<file path="config.mk">
export PLATFORM = sky130hd
export DESIGN_NAME = pipeline_hazard_controller_flat
export DESIGN_NICKNAME = d
export VERILOG_FILES = /design/src/rtl/pipe_ctrl_pkg.sv /design/src/rtl/pipeline_hazard_controller_if.sv /design/src/rtl/load_use_detect.sv /design/src/rtl/pipeline_hazard_controller.sv /design/src/flat_wrapper.sv
export SDC_FILE = /design/constraint.sdc
export NUM_CORES = 1
export LEC_CHECK = 0
export ABC_AREA = 1
export CORE_MARGIN = 2
export CORE_UTILIZATION = 56
export CTS_CLUSTER_DIAMETER = 80
export DETAILED_ROUTE_END_ITERATION = 8
export PLACE_DENSITY = 0.86
export SLEW_MARGIN = 20
export SYNTH_ARGS = -nofsm -noshare
export SYNTH_HDL_FRONTEND = slang
export SYNTH_HIERARCHICAL = 1
export SYNTH_SLANG_ARGS = --single-unit
</file>
<file path="constraint.sdc">
create_clock -name clk -period 4.7 [get_ports clk]
set_input_delay 0.705 -clock clk [delete_from_list [all_inputs] [get_ports clk]]
set_output_delay 0.705 -clock clk [all_outputs]
set_load 0.02 [all_outputs]
</file>
<file path="src/rtl/pipe_ctrl_pkg.sv">
// Shared encodings for the pipeline hazard controller and the EX-stage forwarding logic.
package pipe_ctrl_pkg;

    localparam int unsigned REG_W = 5;
    localparam int unsigned TMO_W = 16;

    typedef enum logic {
        RUN     = 1'b0,
        MD_BUSY = 1'b1
    } ctrl_state_e;

    localparam logic [REG_W-1:0] REG_ZERO = 5'd0;

    localparam logic [1:0] FWD_NONE   = 2'b00;
    localparam logic [1:0] FWD_MEM_WB = 2'b01;
    localparam logic [1:0] FWD_EX_MEM = 2'b10;

endpackage

</file>
<file path="src/rtl/pipeline_hazard_controller_if.sv">
// Hazard inputs from the pipeline stages and the stall/flush controls returned to them.
interface pipeline_hazard_controller_if #(
    parameter int unsigned CNT_W = 32
);
    logic [pipe_ctrl_pkg::REG_W-1:0] id_rs1;
    logic [pipe_ctrl_pkg::REG_W-1:0] id_rs2;
    logic                            id_uses_rs1;
    logic                            id_uses_rs2;
    logic [pipe_ctrl_pkg::REG_W-1:0] id_ex_rd;
    logic                            id_ex_mem_read;
    logic                            ex_branch_taken;
    logic                            ex_md_valid;
    logic                            md_done;
    logic                            mem_req;
    logic                            mem_ack;

    logic                            pc_write;
    logic                            if_id_write;
    logic                            if_id_flush;
    logic                            id_ex_write;
    logic                            id_ex_flush;
    logic                            ex_mem_write;
    logic                            ex_mem_flush;
    logic                            mem_wb_flush;
    logic                            md_start;
    logic                            mem_timeout_err;
    logic [CNT_W-1:0]                stall_count;

    modport master (
        output id_rs1, id_rs2, id_uses_rs1, id_uses_rs2, id_ex_rd, id_ex_mem_read,
               ex_branch_taken, ex_md_valid, md_done, mem_req, mem_ack,
        input  pc_write, if_id_write, if_id_flush, id_ex_write, id_ex_flush,
               ex_mem_write, ex_mem_flush, mem_wb_flush, md_start,
               mem_timeout_err, stall_count
    );

    modport slave (
        input  id_rs1, id_rs2, id_uses_rs1, id_uses_rs2, id_ex_rd, id_ex_mem_read,
               ex_branch_taken, ex_md_valid, md_done, mem_req, mem_ack,
        output pc_write, if_id_write, if_id_flush, id_ex_write, id_ex_flush,
               ex_mem_write, ex_mem_flush, mem_wb_flush, md_start,
               mem_timeout_err, stall_count
    );
endinterface

</file>
<file path="src/rtl/load_use_detect.sv">
// Flags an ID instruction that reads the destination of a load currently in EX.
module load_use_detect
    import pipe_ctrl_pkg::*;
(
    input  logic [REG_W-1:0] id_rs1,
    input  logic [REG_W-1:0] id_rs2,
    input  logic             id_uses_rs1,
    input  logic             id_uses_rs2,
    input  logic [REG_W-1:0] id_ex_rd,
    input  logic             id_ex_mem_read,
    output logic             load_use
);
    // x0 is never a real producer, so a load into it cannot create a hazard
    assign load_use = id_ex_mem_read && (id_ex_rd != REG_ZERO) &&
                      ((id_uses_rs1 && (id_rs1 == id_ex_rd)) ||
                       (id_uses_rs2 && (id_rs2 == id_ex_rd)));
endmodule

</file>
<file path="src/rtl/pipeline_hazard_controller.sv">
// Stall/flush sequencer for the 5-stage pipeline: load-use, branch flush, MUL/DIV occupancy and
// data-memory waits, with a saturating stall counter and a sticky memory watchdog.
module pipeline_hazard_controller
    import pipe_ctrl_pkg::*;
#(
    parameter int unsigned MEM_TIMEOUT = 255,
    parameter int unsigned CNT_W       = 32
) (
    input  logic                         clk,
    input  logic                         rst_n,
    pipeline_hazard_controller_if.slave  bus
);
    ctrl_state_e      state_q, state_d;
    logic             done_q, done_d;
    logic [TMO_W-1:0] tmo_q, tmo_d;
    logic             err_q, err_d;
    logic [CNT_W-1:0] cnt_q, cnt_d;

    logic load_use;
    logic mem_stall;
    logic md_fin;
    logic free_flow;
    logic stall_cyc;
    logic [TMO_W-1:0] tmo_inc;

    logic pc_write, if_id_write, if_id_flush, id_ex_write, id_ex_flush;
    logic ex_mem_write, ex_mem_flush, mem_wb_flush, md_start;

    load_use_detect u_load_use_detect (
        .id_rs1         (bus.id_rs1),
        .id_rs2         (bus.id_rs2),
        .id_uses_rs1    (bus.id_uses_rs1),
        .id_uses_rs2    (bus.id_uses_rs2),
        .id_ex_rd       (bus.id_ex_rd),
        .id_ex_mem_read (bus.id_ex_mem_read),
        .load_use       (load_use)
    );

    assign mem_stall = bus.mem_req && !bus.mem_ack;
    assign md_fin    = bus.md_done || done_q;
    assign tmo_inc   = (tmo_q == '1) ? tmo_q : tmo_q + TMO_W'(1);

    always_ff @(posedge clk or negedge rst_n) begin
        if (!rst_n) begin
            state_q <= RUN;
            done_q  <= 1'b0;
            tmo_q   <= '0;
            err_q   <= 1'b0;
            cnt_q   <= '0;
        end else begin
            state_q <= state_d;
            done_q  <= done_d;
            tmo_q   <= tmo_d;
            err_q   <= err_d;
            cnt_q   <= cnt_d;
        end
    end

    // Priority: mem stall > MD occupancy > MD launch > branch flush > load-use
    always_comb begin
        state_d      = state_q;
        done_d       = done_q;
        tmo_d        = '0;
        err_d        = err_q;
        stall_cyc    = 1'b0;
        free_flow    = 1'b0;
        pc_write     = 1'b1;
        if_id_write  = 1'b1;
        if_id_flush  = 1'b0;
        id_ex_write  = 1'b1;
        id_ex_flush  = 1'b0;
        ex_mem_write = 1'b1;
        ex_mem_flush = 1'b0;
        mem_wb_flush = 1'b0;
        md_start     = 1'b0;

        if (mem_stall) begin
            pc_write     = 1'b0;
            if_id_write  = 1'b0;
            id_ex_write  = 1'b0;
            ex_mem_write = 1'b0;
            mem_wb_flush = 1'b1;
            stall_cyc    = 1'b1;
            tmo_d        = tmo_inc;
            if (tmo_inc >= TMO_W'(MEM_TIMEOUT)) begin
                err_d = 1'b1;
            end
            // A completion that arrives while frozen must not be lost
            if ((state_q == MD_BUSY) && bus.md_done) begin
                done_d = 1'b1;
            end
        end else if (state_q == MD_BUSY) begin
            if (!md_fin) begin
                pc_write     = 1'b0;
                if_id_write  = 1'b0;
                id_ex_write  = 1'b0;
                ex_mem_flush = 1'b1;
                stall_cyc    = 1'b1;
            end else begin
                state_d   = RUN;
                done_d    = 1'b0;
                free_flow = 1'b1;
            end
        end else if (bus.ex_md_valid) begin
            md_start     = 1'b1;
            state_d      = MD_BUSY;
            pc_write     = 1'b0;
            if_id_write  = 1'b0;
            id_ex_write  = 1'b0;
            ex_mem_flush = 1'b1;
            stall_cyc    = 1'b1;
        end else begin
            free_flow = 1'b1;
        end

        if (free_flow) begin
            if (bus.ex_branch_taken) begin
                if_id_flush = 1'b1;
                id_ex_flush = 1'b1;
            end else if (load_use) begin
                pc_write    = 1'b0;
                if_id_write = 1'b0;
                id_ex_flush = 1'b1;
                stall_cyc   = 1'b1;
            end
        end

        cnt_d = (stall_cyc && (cnt_q != '1)) ? cnt_q + CNT_W'(1) : cnt_q;
    end

    assign bus.pc_write        = pc_write;
    assign bus.if_id_write     = if_id_write;
    assign bus.if_id_flush     = if_id_flush;
    assign bus.id_ex_write     = id_ex_write;
    assign bus.id_ex_flush     = id_ex_flush;
    assign bus.ex_mem_write    = ex_mem_write;
    assign bus.ex_mem_flush    = ex_mem_flush;
    assign bus.mem_wb_flush    = mem_wb_flush;
    assign bus.md_start        = md_start;
    assign bus.mem_timeout_err = err_q;
    assign bus.stall_count     = cnt_q;
endmodule

</file>
<file path="src/flat_wrapper.sv">
// flat-port wrapper written by rule: the top's interface ports become plain ports
module pipeline_hazard_controller_flat import pipe_ctrl_pkg::*;
#(
    parameter int unsigned MEM_TIMEOUT = 255,
    parameter int unsigned CNT_W       = 32
)
  (clk, rst_n, bus_id_rs1, bus_id_rs2, bus_id_uses_rs1, bus_id_uses_rs2, bus_id_ex_rd, bus_id_ex_mem_read, bus_ex_branch_taken, bus_ex_md_valid, bus_md_done, bus_mem_req, bus_mem_ack, bus_pc_write, bus_if_id_write, bus_if_id_flush, bus_id_ex_write, bus_id_ex_flush, bus_ex_mem_write, bus_ex_mem_flush, bus_mem_wb_flush, bus_md_start, bus_mem_timeout_err, bus_stall_count);
  pipeline_hazard_controller_if #(.CNT_W(CNT_W)) bus_i ();
  input  logic clk;
  input  logic rst_n;
  input wire logic [$bits(bus_i.id_rs1)-1:0] bus_id_rs1;
  input wire logic [$bits(bus_i.id_rs2)-1:0] bus_id_rs2;
  input wire logic [$bits(bus_i.id_uses_rs1)-1:0] bus_id_uses_rs1;
  input wire logic [$bits(bus_i.id_uses_rs2)-1:0] bus_id_uses_rs2;
  input wire logic [$bits(bus_i.id_ex_rd)-1:0] bus_id_ex_rd;
  input wire logic [$bits(bus_i.id_ex_mem_read)-1:0] bus_id_ex_mem_read;
  input wire logic [$bits(bus_i.ex_branch_taken)-1:0] bus_ex_branch_taken;
  input wire logic [$bits(bus_i.ex_md_valid)-1:0] bus_ex_md_valid;
  input wire logic [$bits(bus_i.md_done)-1:0] bus_md_done;
  input wire logic [$bits(bus_i.mem_req)-1:0] bus_mem_req;
  input wire logic [$bits(bus_i.mem_ack)-1:0] bus_mem_ack;
  output wire logic [$bits(bus_i.pc_write)-1:0] bus_pc_write;
  output wire logic [$bits(bus_i.if_id_write)-1:0] bus_if_id_write;
  output wire logic [$bits(bus_i.if_id_flush)-1:0] bus_if_id_flush;
  output wire logic [$bits(bus_i.id_ex_write)-1:0] bus_id_ex_write;
  output wire logic [$bits(bus_i.id_ex_flush)-1:0] bus_id_ex_flush;
  output wire logic [$bits(bus_i.ex_mem_write)-1:0] bus_ex_mem_write;
  output wire logic [$bits(bus_i.ex_mem_flush)-1:0] bus_ex_mem_flush;
  output wire logic [$bits(bus_i.mem_wb_flush)-1:0] bus_mem_wb_flush;
  output wire logic [$bits(bus_i.md_start)-1:0] bus_md_start;
  output wire logic [$bits(bus_i.mem_timeout_err)-1:0] bus_mem_timeout_err;
  output wire logic [$bits(bus_i.stall_count)-1:0] bus_stall_count;
  assign bus_i.id_rs1 = bus_id_rs1;
  assign bus_i.id_rs2 = bus_id_rs2;
  assign bus_i.id_uses_rs1 = bus_id_uses_rs1;
  assign bus_i.id_uses_rs2 = bus_id_uses_rs2;
  assign bus_i.id_ex_rd = bus_id_ex_rd;
  assign bus_i.id_ex_mem_read = bus_id_ex_mem_read;
  assign bus_i.ex_branch_taken = bus_ex_branch_taken;
  assign bus_i.ex_md_valid = bus_ex_md_valid;
  assign bus_i.md_done = bus_md_done;
  assign bus_i.mem_req = bus_mem_req;
  assign bus_i.mem_ack = bus_mem_ack;
  assign bus_pc_write = bus_i.pc_write;
  assign bus_if_id_write = bus_i.if_id_write;
  assign bus_if_id_flush = bus_i.if_id_flush;
  assign bus_id_ex_write = bus_i.id_ex_write;
  assign bus_id_ex_flush = bus_i.id_ex_flush;
  assign bus_ex_mem_write = bus_i.ex_mem_write;
  assign bus_ex_mem_flush = bus_i.ex_mem_flush;
  assign bus_mem_wb_flush = bus_i.mem_wb_flush;
  assign bus_md_start = bus_i.md_start;
  assign bus_mem_timeout_err = bus_i.mem_timeout_err;
  assign bus_stall_count = bus_i.stall_count;
  pipeline_hazard_controller #(.MEM_TIMEOUT(MEM_TIMEOUT), .CNT_W(CNT_W)) u_core (.clk(clk), .rst_n(rst_n), .bus(bus_i));
endmodule
</file>
==> flow_metrics.env, run 1 <==
export IMPL_layout_drive_gt1_share=0.0748
export IMPL_place_congestion=0.870
export IMPL_pin_count=67
export IMPL_die_area_um2=6590
export IMPL_syn_to_final_growth_pct=23.3
export IMPL_avgViaCountPerCell=5.14
export IMPL_clock_sinks=51
export IMPL_port_buffer_count=66
export IMPL_drtIter0Drc=121
export IMPL_critPathMaxFanout=14
export IMPL_slew_violations=0
export IMPL_fill_cells=477
export IMPL_dp_slack_ns=1.25
export IMPL_relSlewSlack=0.546
export IMPL_hold_viol=0
export IMPL_p_int_mw=0.714
export IMPL_num_nets_final=575
export IMPL_synthMuxAreaShare=0
export IMPL_avgSynthCellArea_um2=6.93
export IMPL_numCtsBuffers=5
export IMPL_fp_row_count=28
export IMPL_fin_cells=623
export IMPL_yosys_warnings=6
export IMPL_cp_data_arrival_time_ns=2.75
export IMPL_grt_use_total=0.247
export IMPL_p_clk_frac=0.229
export IMPL_yosys_area_share_simple=0.411
export IMPL_cts_hold_buffers=0
export IMPL_cp_required_ns=3.99
export IMPL_dr_pass1_iters=4
export IMPL_dp_cells=616
export IMPL_rsz0062_at_grt="no"
export IMPL_antenna_left=0
export IMPL_synth_fa_ha_area_frac=0.00750
export IMPL_cellPowerDensity_nw_per_um2=262
export IMPL_cts_resized_gates=0
export IMPL_p_comb_frac=0.287
export IMPL_synth_xor_area_frac=0.0656
export IMPL_synth_area_um2=3340
export IMPL_fin_util=0.703
export IMPL_post_cts_buffers=0
export IMPL_cts_tree="built"
export IMPL_seq_area_frac_synth=0.383
export IMPL_finalCriticalPeriod_ns=3.45
export IMPL_grt_pass1_vias=2935
export IMPL_vias=3201
export IMPL_synth_compound_area_share=0.0469
export IMPL_grt_ovfl_total=0
export IMPL_post_route_period_util=0.735
export IMPL_cap_violations=0
export IMPL_synthCells=481
export IMPL_p_sw_frac=0.337
export IMPL_hold_ws_ns=0.343
export IMPL_synth_cell_types=32
export IMPL_antenna_found_initial=0
export IMPL_antenna_cells=0
export IMPL_p_sw_mw=0.363
export IMPL_drcViolationCount=0
export IMPL_worst_ir_drop_vdd_uv=266
export IMPL_worstMarginPinSlew_ns=0.678
export IMPL_end_kind="primary output"
export IMPL_hp_class="in -> async"
export IMPL_core_um2=5850
export IMPL_leakagePower_nw=2.01
export IMPL_grt_pass1_wl_mm=12.7
export IMPL_ys_seq_elements=51
export IMPL_clockRootBuffer="clkbuf_8"
export IMPL_syn_nets=508
export IMPL_synth_top_family_by_area="simple AND/OR/NAND/NOR gates"
export IMPL_htreeDepth=2
export IMPL_dieHeight_um=81.2
export IMPL_seqPwrFrac=0.484
export IMPL_fin_setup_tns_ns=0
export IMPL_clk_pin_slew_ns=0.10
export IMPL_dieWidth_um=81.2
export IMPL_fin_ws_ns=1.25
export IMPL_setup_violations=0
export IMPL_status="finished clean"
export IMPL_fmax_mhz=289
export IMPL_dp_hpwl_mm=6.11
export IMPL_clock_skew_ns=0.0125
export IMPL_grt_max_degree=32
export IMPL_clkLatencyLatePin_ns=0.31
export IMPL_worstSetupPathType="in -> out"
export IMPL_cts_buffer_depth=2
export IMPL_start_kind="primary input"
export IMPL_wire_per_inst_um=12.5
export IMPL_initial_utilization=0.570
export IMPL_wirelength_mm=7.81
==> metal layers <==
layer / routed length [µm] / up-vias / global-route usage / share of wire
met5: 0 / - / 0 / 0
met4: 170 / 0 / 0.0780 / 0.022
met3: 302 / 19 / 0.0456 / 0.039
met2: 3980 / 73 / 0.455 / 0.51
met1: 3360 / 1482 / 0.289 / 0.43
li1: - / 1627 / - / -
==> state kept, by name, summed over array words and instances (netlist names) <==
| register | flops |
|---|---|
| u_core/done_q | 1 |
| u_core/tmo_q | 16 |
| u_core/bus.stall_count | 32 |
| u_core/bus.mem_timeout_err | 1 |
| u_core/state_q | 1 |
==> worst max-delay path, stage by stage <==
cell,delay [ns]
clkdlybuf4s50_1,0.45
inv_1,0.03
nor2_1,0.51
inv_1,0.41
clkdlybuf4s50_1,0.64
==> final timing paths <==
kind	cells past startpoint	startpoint	slack, ns	to
setup / recovery	5	bus_mem_req	1.25	bus_ex_mem_write
hold / removal	1	rst_n	0.34	u_core/bus.stall_count[17]
setup reg to reg	9	u_core/bus.stall_count[1]	2.65	u_core/bus.stall_count[21]
hold reg to reg	2	u_core/bus.mem_timeout_err	0.47	u_core/bus.mem_timeout_err
max in group asynchronous	2	rst_n	3.59	u_core/bus.stall_count[3]
min in group clk	2	u_core/bus.mem_timeout_err	0.47	u_core/bus.mem_timeout_err
==> metrics by stage <==
| step | instance area [µm²] | total power [mW] |
|---|---|---|
| 6_report | 4110 | 1.08 |
| 2_1_floorplan | 3340 | 0.704 |
| 3_3_place_gp | 4030 | 0.829 |
| 4_1_cts | 4110 | 1.09 |
| 3_5_place_dp | 4030 | 0.839 |
| 5_1_grt | 4110 | 1.13 |
==> placed cells by master (no fill, tap or decap), types with 2 or more instances in the layout <==
master / synthesis / layout
ha_1: 2 / 2
nor2_4: 3 / 3
nand4_1: 13 / 13
nor2_1: 68 / 68
o21bai_1: 2 / 2
nand3b_1: 4 / 4
nor3_4: 3 / 3
inv_2: 4 / 4
or2_2: 2 / 2
nor3_1: 9 / 9
dfrtp_1: 51 / 51
o21ai_0: 9 / 9
xor2_1: 18 / 18
xnor2_1: 7 / 7
nand2_2: 8 / 8
nand2_1: 156 / 156
nor2_2: 9 / 9
clkdlybuf4s50_1: 0 / 65
nand3_1: 30 / 30
a21oi_1: 13 / 13
clkbuf_8: 0 / 5
inv_1: 56 / 56
==> power groups by stage <==
stage          Clock, mW  Sequential, mW  Combinational [mW]
5_1_grt            0.270           0.526               0.336
3_5_place_dp           0           0.528               0.310
4_1_cts            0.252           0.521               0.312
6_report           0.246           0.521               0.309
3_3_place_gp           0           0.527               0.302
2_1_floorplan          0           0.560               0.145
==> logic make-up (layout without fill, tap and decap cells) <==
logic type / Yosys count / after routing
simple gates: 308 / 308
xor+xnor: 25 / 25
compound gates: 28 / 28
flops: 51 / 51
fa+ha+maj: 2 / 2
buf+inv: 67 / 134
==> layout make-up <==
| type | instances | area (µm²) | area share |
|---|---|---|---|
| Multi-Input combinational cell | 363 | 1770 | 0.431 |
| Sequential cell | 51 | 1280 | 0.310 |
| Timing Repair Buffer | 67 | 663 | 0.161 |
| Inverter | 60 | 225 | 0.0548 |
| Tap cell | 75 | 93.8 | 0.0228 |
| Clock buffer | 5 | 68.8 | 0.0167 |
| Clock inverter | 2 | 13.8 | 0.00335 |
==> synthesized netlist by cell type, drive strengths merged <==
library cell | instances | area (µm²)
o21ai | 10 | 53.8
nor4 | 1 | 6.26
nor3 | 12 | 93.8
o22ai | 1 | 6.26
o21bai | 2 | 15.0
nor2 | 80 | 345
nand2 | 164 | 636
inv | 60 | 225
buf | 7 | 63.8
ha | 2 | 25.0
dfrtp | 51 | 1280
a21oi | 14 | 73.8
a21boi | 1 | 7.51
nand4 | 13 | 81.3
or2 | 3 | 21.3
or3 | 1 | 6.26
xor2 | 18 | 158
xnor2 | 7 | 61.3
nand3 | 30 | 150
nand3b | 4 | 30.0
No activity file was read; power rests on OpenSTA's default activity.
==> run 2, diff against run 1 <==
CORE_UTILIZATION = 47   (was 56)
PLACE_DENSITY = 0.77   (was 0.86)
clock period = 2.9 ns   (was 4.7 ns; I/O delays follow)
==> flow_metrics.env, run 2 (synthesized netlist as in run 1, its figures left out) <==
export IMPL_hp_class="in -> async"
export IMPL_grt_max_degree=30
export IMPL_dieWidth_um=88.2
export IMPL_worstMarginPinSlew_ns=0.524
export IMPL_grt_ovfl_total=0
export IMPL_dp_cells=640
export IMPL_placed_area_um2=4080
export IMPL_fin_cells=648
export IMPL_antenna_left=0
export IMPL_fmax_mhz=397
export IMPL_fin_setup_tns_ns=0
export IMPL_port_buffer_count=66
export IMPL_core_um2=6830
export IMPL_antenna_found_initial=0
export IMPL_grt_use_total=0.221
export IMPL_drtIter0Drc=176
export IMPL_wire_per_inst_um=12.3
export IMPL_fp_row_count=30
export IMPL_cellPowerDensity_nw_per_um2=443
export IMPL_initial_utilization=0.488
export IMPL_layout_common_cells="156 x nand2_1, 68 x nor2_1, 62 x clkdlybuf4s50_1"
export IMPL_die_area_um2=7790
export IMPL_final_cell_area_um2=4200
export IMPL_path_buf_inv=3
export IMPL_dp_hpwl_mm=6.24
export IMPL_cap_violations=0
export IMPL_num_nets_final=578
export IMPL_rsz0062_at_grt="no"
export IMPL_final_common_cell="nand2_1"
export IMPL_slew_violations=0
export IMPL_numCtsBuffers=5
export IMPL_end_kind="primary output"
export IMPL_layout_drive_gt1_share=0.0815
export IMPL_hold_viol=0
export IMPL_cts_tree="built"
export IMPL_htreeDepth=2
export IMPL_post_cts_buffers=0
export IMPL_clock_sinks=51
export IMPL_fin_util=0.615
export IMPL_largest_reg_flops=32
export IMPL_finalCriticalPeriod_ns=2.52
export IMPL_cts_buffer_depth=2
export IMPL_wirelength_mm=7.95
export IMPL_drcViolationCount=0
export IMPL_relSlewSlack=0.651
export IMPL_clock_skew_ns=0.00645
export IMPL_hold_ws_ns=0.0948
export IMPL_cts_hold_buffers=0
export IMPL_fill_cells=634
export IMPL_grt_pass1_vias=3108
export IMPL_syn_to_final_growth_pct=26.0
export IMPL_clkLatencyLatePin_ns=0.30
export IMPL_dr_pass1_iters=4
export IMPL_clk_pin_slew_ns=0.10
export IMPL_status="finished clean"
export IMPL_worst_ir_drop_vdd_uv=480
export IMPL_antenna_cells=0
export IMPL_cp_cell_sequence="clkdlybuf4s50_1 > nor2_1 > nand2_1 > nand2_1 > nor2_2 > inv_1 > nor2_1 > clkdlybuf4s50_1"
export IMPL_dieHeight_um=88.2
export IMPL_worstSetupPathType="in -> out"
export IMPL_crit_family="buffers and inverters"
export IMPL_clockRootBuffer="clkbuf_8"
export IMPL_start_kind="primary input"
export IMPL_slowest_stage="clkdlybuf4s50_1"
export IMPL_leakagePower_nw=2.07
export IMPL_critPathMaxFanout=4
export IMPL_cp_data_arrival_time_ns=2.08
export IMPL_avgViaCountPerCell=4.91
export IMPL_place_congestion=0.922
export IMPL_cp_required_ns=2.47
export IMPL_pin_count=67
export IMPL_post_route_period_util=0.868
export IMPL_cpPeakStageDelay_ns=0.63
export IMPL_vias=3179
export IMPL_setup_violations=0
export IMPL_grt_pass1_wl_mm=13.7
-- run 2: what timing repair did --
action / 4_1_cts / 5_1_grt
setup endpoints to repair: 0 / 3
resized for setup: 0 / 3
hold endpoints to repair: 0 / 0
-- run 2: worst paths after layout --
path	end	start	slack (ns)	depth (start not counted)
worst max register to register	u_core/bus.stall_count[23]	u_core/bus.stall_count[1]	0.85	9
max in group asynchronous	u_core/bus.stall_count[7]	rst_n	2.04	2
worst max-delay path	bus_if_id_flush	bus_md_done	0.38	8
min in group clk	u_core/bus.mem_timeout_err	u_core/bus.mem_timeout_err	0.48	2
worst min register to register	u_core/bus.mem_timeout_err	u_core/bus.mem_timeout_err	0.48	2
worst min-delay path	u_core/tmo_q[12]	rst_n	0.09	1
-- run 2: layout make-up --
type                       instances  area [µm²]  share of cell area
clock buffer                       6        82.6              0.0196
timing repair buffer              70         693               0.165
tap                               96         120              0.0286
inverter                          60         225              0.0536
sequential                        51        1280               0.304
multi-input combinational        363        1770               0.421
clock inverter                     2        35.0             0.00834
-- run 2: report_power, final --
| group | switching [mW] | total [mW] | leakage [nW] | internal (mW) |
|---|---|---|---|---|
| Combinational | 0.283 | 0.508 | 1.32 | 0.225 |
| Sequential | 0.0740 | 0.845 | 0.691 | 0.771 |
| Clock | 0.231 | 0.511 | 0.0612 | 0.279 |
-- run 2: routing by layer --
layer  global-route usage  wire length, µm
met4               0.0647              129
met1                0.285             3580
met5                    0                0
met2                0.381             3920
met3               0.0410              326
-- run 2: metrics by stage --
step           total power, mW  worst slack [ns]
2_1_floorplan             1.14              1.02
3_3_place_gp              1.35             0.159
3_5_place_dp              1.37             0.118
4_1_cts                   1.89             0.108
5_1_grt                   1.97             0.276
6_report                  1.86             0.381
==> run 3, diff against run 2 <==
CORE_UTILIZATION = 56   (was 47)
PLACE_DENSITY = 0.86   (was 0.77)
SETUP_SLACK_MARGIN = 0.5   (was not set)
clock period = 3.3 ns   (was 2.9 ns; I/O delays follow)
==> flow_metrics.env, run 3 (synthesized netlist as in run 1, its figures left out) <==
export IMPL_initial_utilization=0.570
export IMPL_finalCriticalPeriod_ns=2.71
export IMPL_dr_pass1_iters=4
export IMPL_cts_tree="built"
export IMPL_numCtsBuffers=5
export IMPL_post_cts_buffers=0
export IMPL_core_um2=5850
export IMPL_layout_common_cells="156 x nand2_1, 68 x nor2_1, 62 x clkdlybuf4s50_1"
export IMPL_critPathMaxFanout=4
export IMPL_layout_drive_gt1_share=0.0818
export IMPL_post_route_period_util=0.821
export IMPL_grt_max_degree=52
export IMPL_htreeDepth=2
export IMPL_vias=3254
export IMPL_placed_area_um2=4040
export IMPL_grt_ovfl_total=0
export IMPL_clk_pin_slew_ns=0.10
export IMPL_wl_met1_mm=3.46
export IMPL_slowest_stage="clkdlybuf4s50_1"
export IMPL_dp_hpwl_mm=6.22
export IMPL_avgViaCountPerCell=5.21
export IMPL_fmax_mhz=369
export IMPL_clock_sinks=51
export IMPL_cap_violations=0
export IMPL_hp_class="in -> async"
export IMPL_relSlewSlack=0.580
export IMPL_start_kind="primary input"
export IMPL_final_cell_area_um2=4150
export IMPL_grt_use_total=0.272
export IMPL_dieHeight_um=81.2
export IMPL_cp_cell_sequence="clkdlybuf4s50_1 > inv_2 > nand2_2 > nand2_1 > nor2_1 > nand3_1 > a21oi_1 > inv_1 > o21ai_2 > inv_1 > clkdlybuf4s15_1"
export IMPL_largest_reg_flops=32
export IMPL_dr_wl_met3_um=227
export IMPL_place_congestion=0.880
export IMPL_clock_skew_ns=0.0104
export IMPL_cts_buffer_depth=2
export IMPL_fin_ws_ns=0.591
export IMPL_fp_row_count=28
export IMPL_pin_count=67
export IMPL_dp_cells=617
export IMPL_num_nets_final=576
export IMPL_worst_ir_drop_vdd_uv=411
export IMPL_drtIter0Drc=194
export IMPL_dieWidth_um=81.2
export IMPL_grt_pass1_wl_mm=14.0
export IMPL_leakagePower_nw=2.03
export IMPL_final_common_cell="nand2_1"
export IMPL_cellPowerDensity_nw_per_um2=392
export IMPL_syn_to_final_growth_pct=24.3
export IMPL_fin_setup_tns_ns=0
export IMPL_die_area_um2=6590
export IMPL_cp_required_ns=2.80
export IMPL_hold_ws_ns=0.193
export IMPL_wirelength_mm=8.11
export IMPL_cp_data_arrival_time_ns=2.21
export IMPL_clkLatencyLatePin_ns=0.31
export IMPL_antenna_cells=0
export IMPL_wire_per_inst_um=13.0
export IMPL_slew_violations=0
export IMPL_drcViolationCount=0
export IMPL_port_buffer_count=66
export IMPL_dr_max_layer_used="met4"
export IMPL_status="finished clean"
export IMPL_grt_pass1_vias=3366
export IMPL_crit_top_cell="inv_1"
export IMPL_fin_cells=625
export IMPL_worstSetupPathType="in -> out"
export IMPL_worstMarginPinSlew_ns=0.631
export IMPL_route_met2_wl_mm=4.21
export IMPL_antenna_found_initial=0
export IMPL_dp_slack_ns=0.351
export IMPL_antenna_left=0
export IMPL_cpPeakStageDelay_ns=0.55
export IMPL_setup_violations=0
export IMPL_end_kind="primary output"
export IMPL_rsz0062_at_grt="yes"
export IMPL_hold_viol=0
export IMPL_clockRootBuffer="clkbuf_8"
run 3: cell types whose count changed in the layout (fill, tap and decap cells not counted), sizes merged:
cell,change
buf,-2
clkinv,+1
clkdlybuf4s15,+1
dlygate4sd2,+1
dlymetal6s2s,-3
run 3: stage by stage:
stage               power [mW]   util
floorplan                 1.00      -
global placement          1.19  0.690
detailed placement        1.20  0.690
CTS                       1.64  0.709
global route              1.71  0.709
finish                    1.62  0.709
run 3: path summary, 6_finish.rpt:
kind                                             from                         end  slack (ns)  cells after the start
max                                   bus_id_ex_rd[4]             bus_if_id_write        0.59                     11
min                                             rst_n             u_core/tmo_q[1]        0.19                      1
max reg2reg                 u_core/bus.stall_count[1]  u_core/bus.stall_count[25]        1.18                     10
min reg2reg                u_core/bus.mem_timeout_err  u_core/bus.mem_timeout_err        0.49                      2
max in group asynchronous                       rst_n   u_core/bus.stall_count[2]        2.68                      1
min in group clk           u_core/bus.mem_timeout_err  u_core/bus.mem_timeout_err        0.49                      2
run 3: final cells by class:
cell class	instances	area, µm²
inverter	60	225
clock buffer	5	68.8
fill	458	1710
multi-input combinational	363	1770
clock inverter	3	43.8
sequential	51	1280
tap	75	93.8
timing repair buffer	68	667
run 3: critical path, delay by kind of cell:
| family | cells | cell delay (ns) |
|---|---|---|
| buffers and inverters | 5 | 1.12 |
| AND/OR/NAND/NOR | 4 | 0.28 |
| AO/OA/AOI/OAI | 2 | 0.32 |
run 3: repair_timing:
item	in CTS	in global routing
hold buffers	0	0
cloned	0	0
gates resized for setup	3	4
setup endpoints to repair	3	3
run 3: per-layer routing:
| metal | global-route usage | vias up |
|---|---|---|
| met1 | 0.311 | 1516 |
| met5 | 0 | - |
| met2 | 0.505 | 81 |
| met3 | 0.0356 | 20 |
| met4 | 0.119 | 0 |
| li1 | - | 1637 |
run 3: power breakdown:
group	switching, mW	internal (mW)
Sequential	0.0640	0.677
Combinational	0.253	0.192
Clock	0.213	0.226
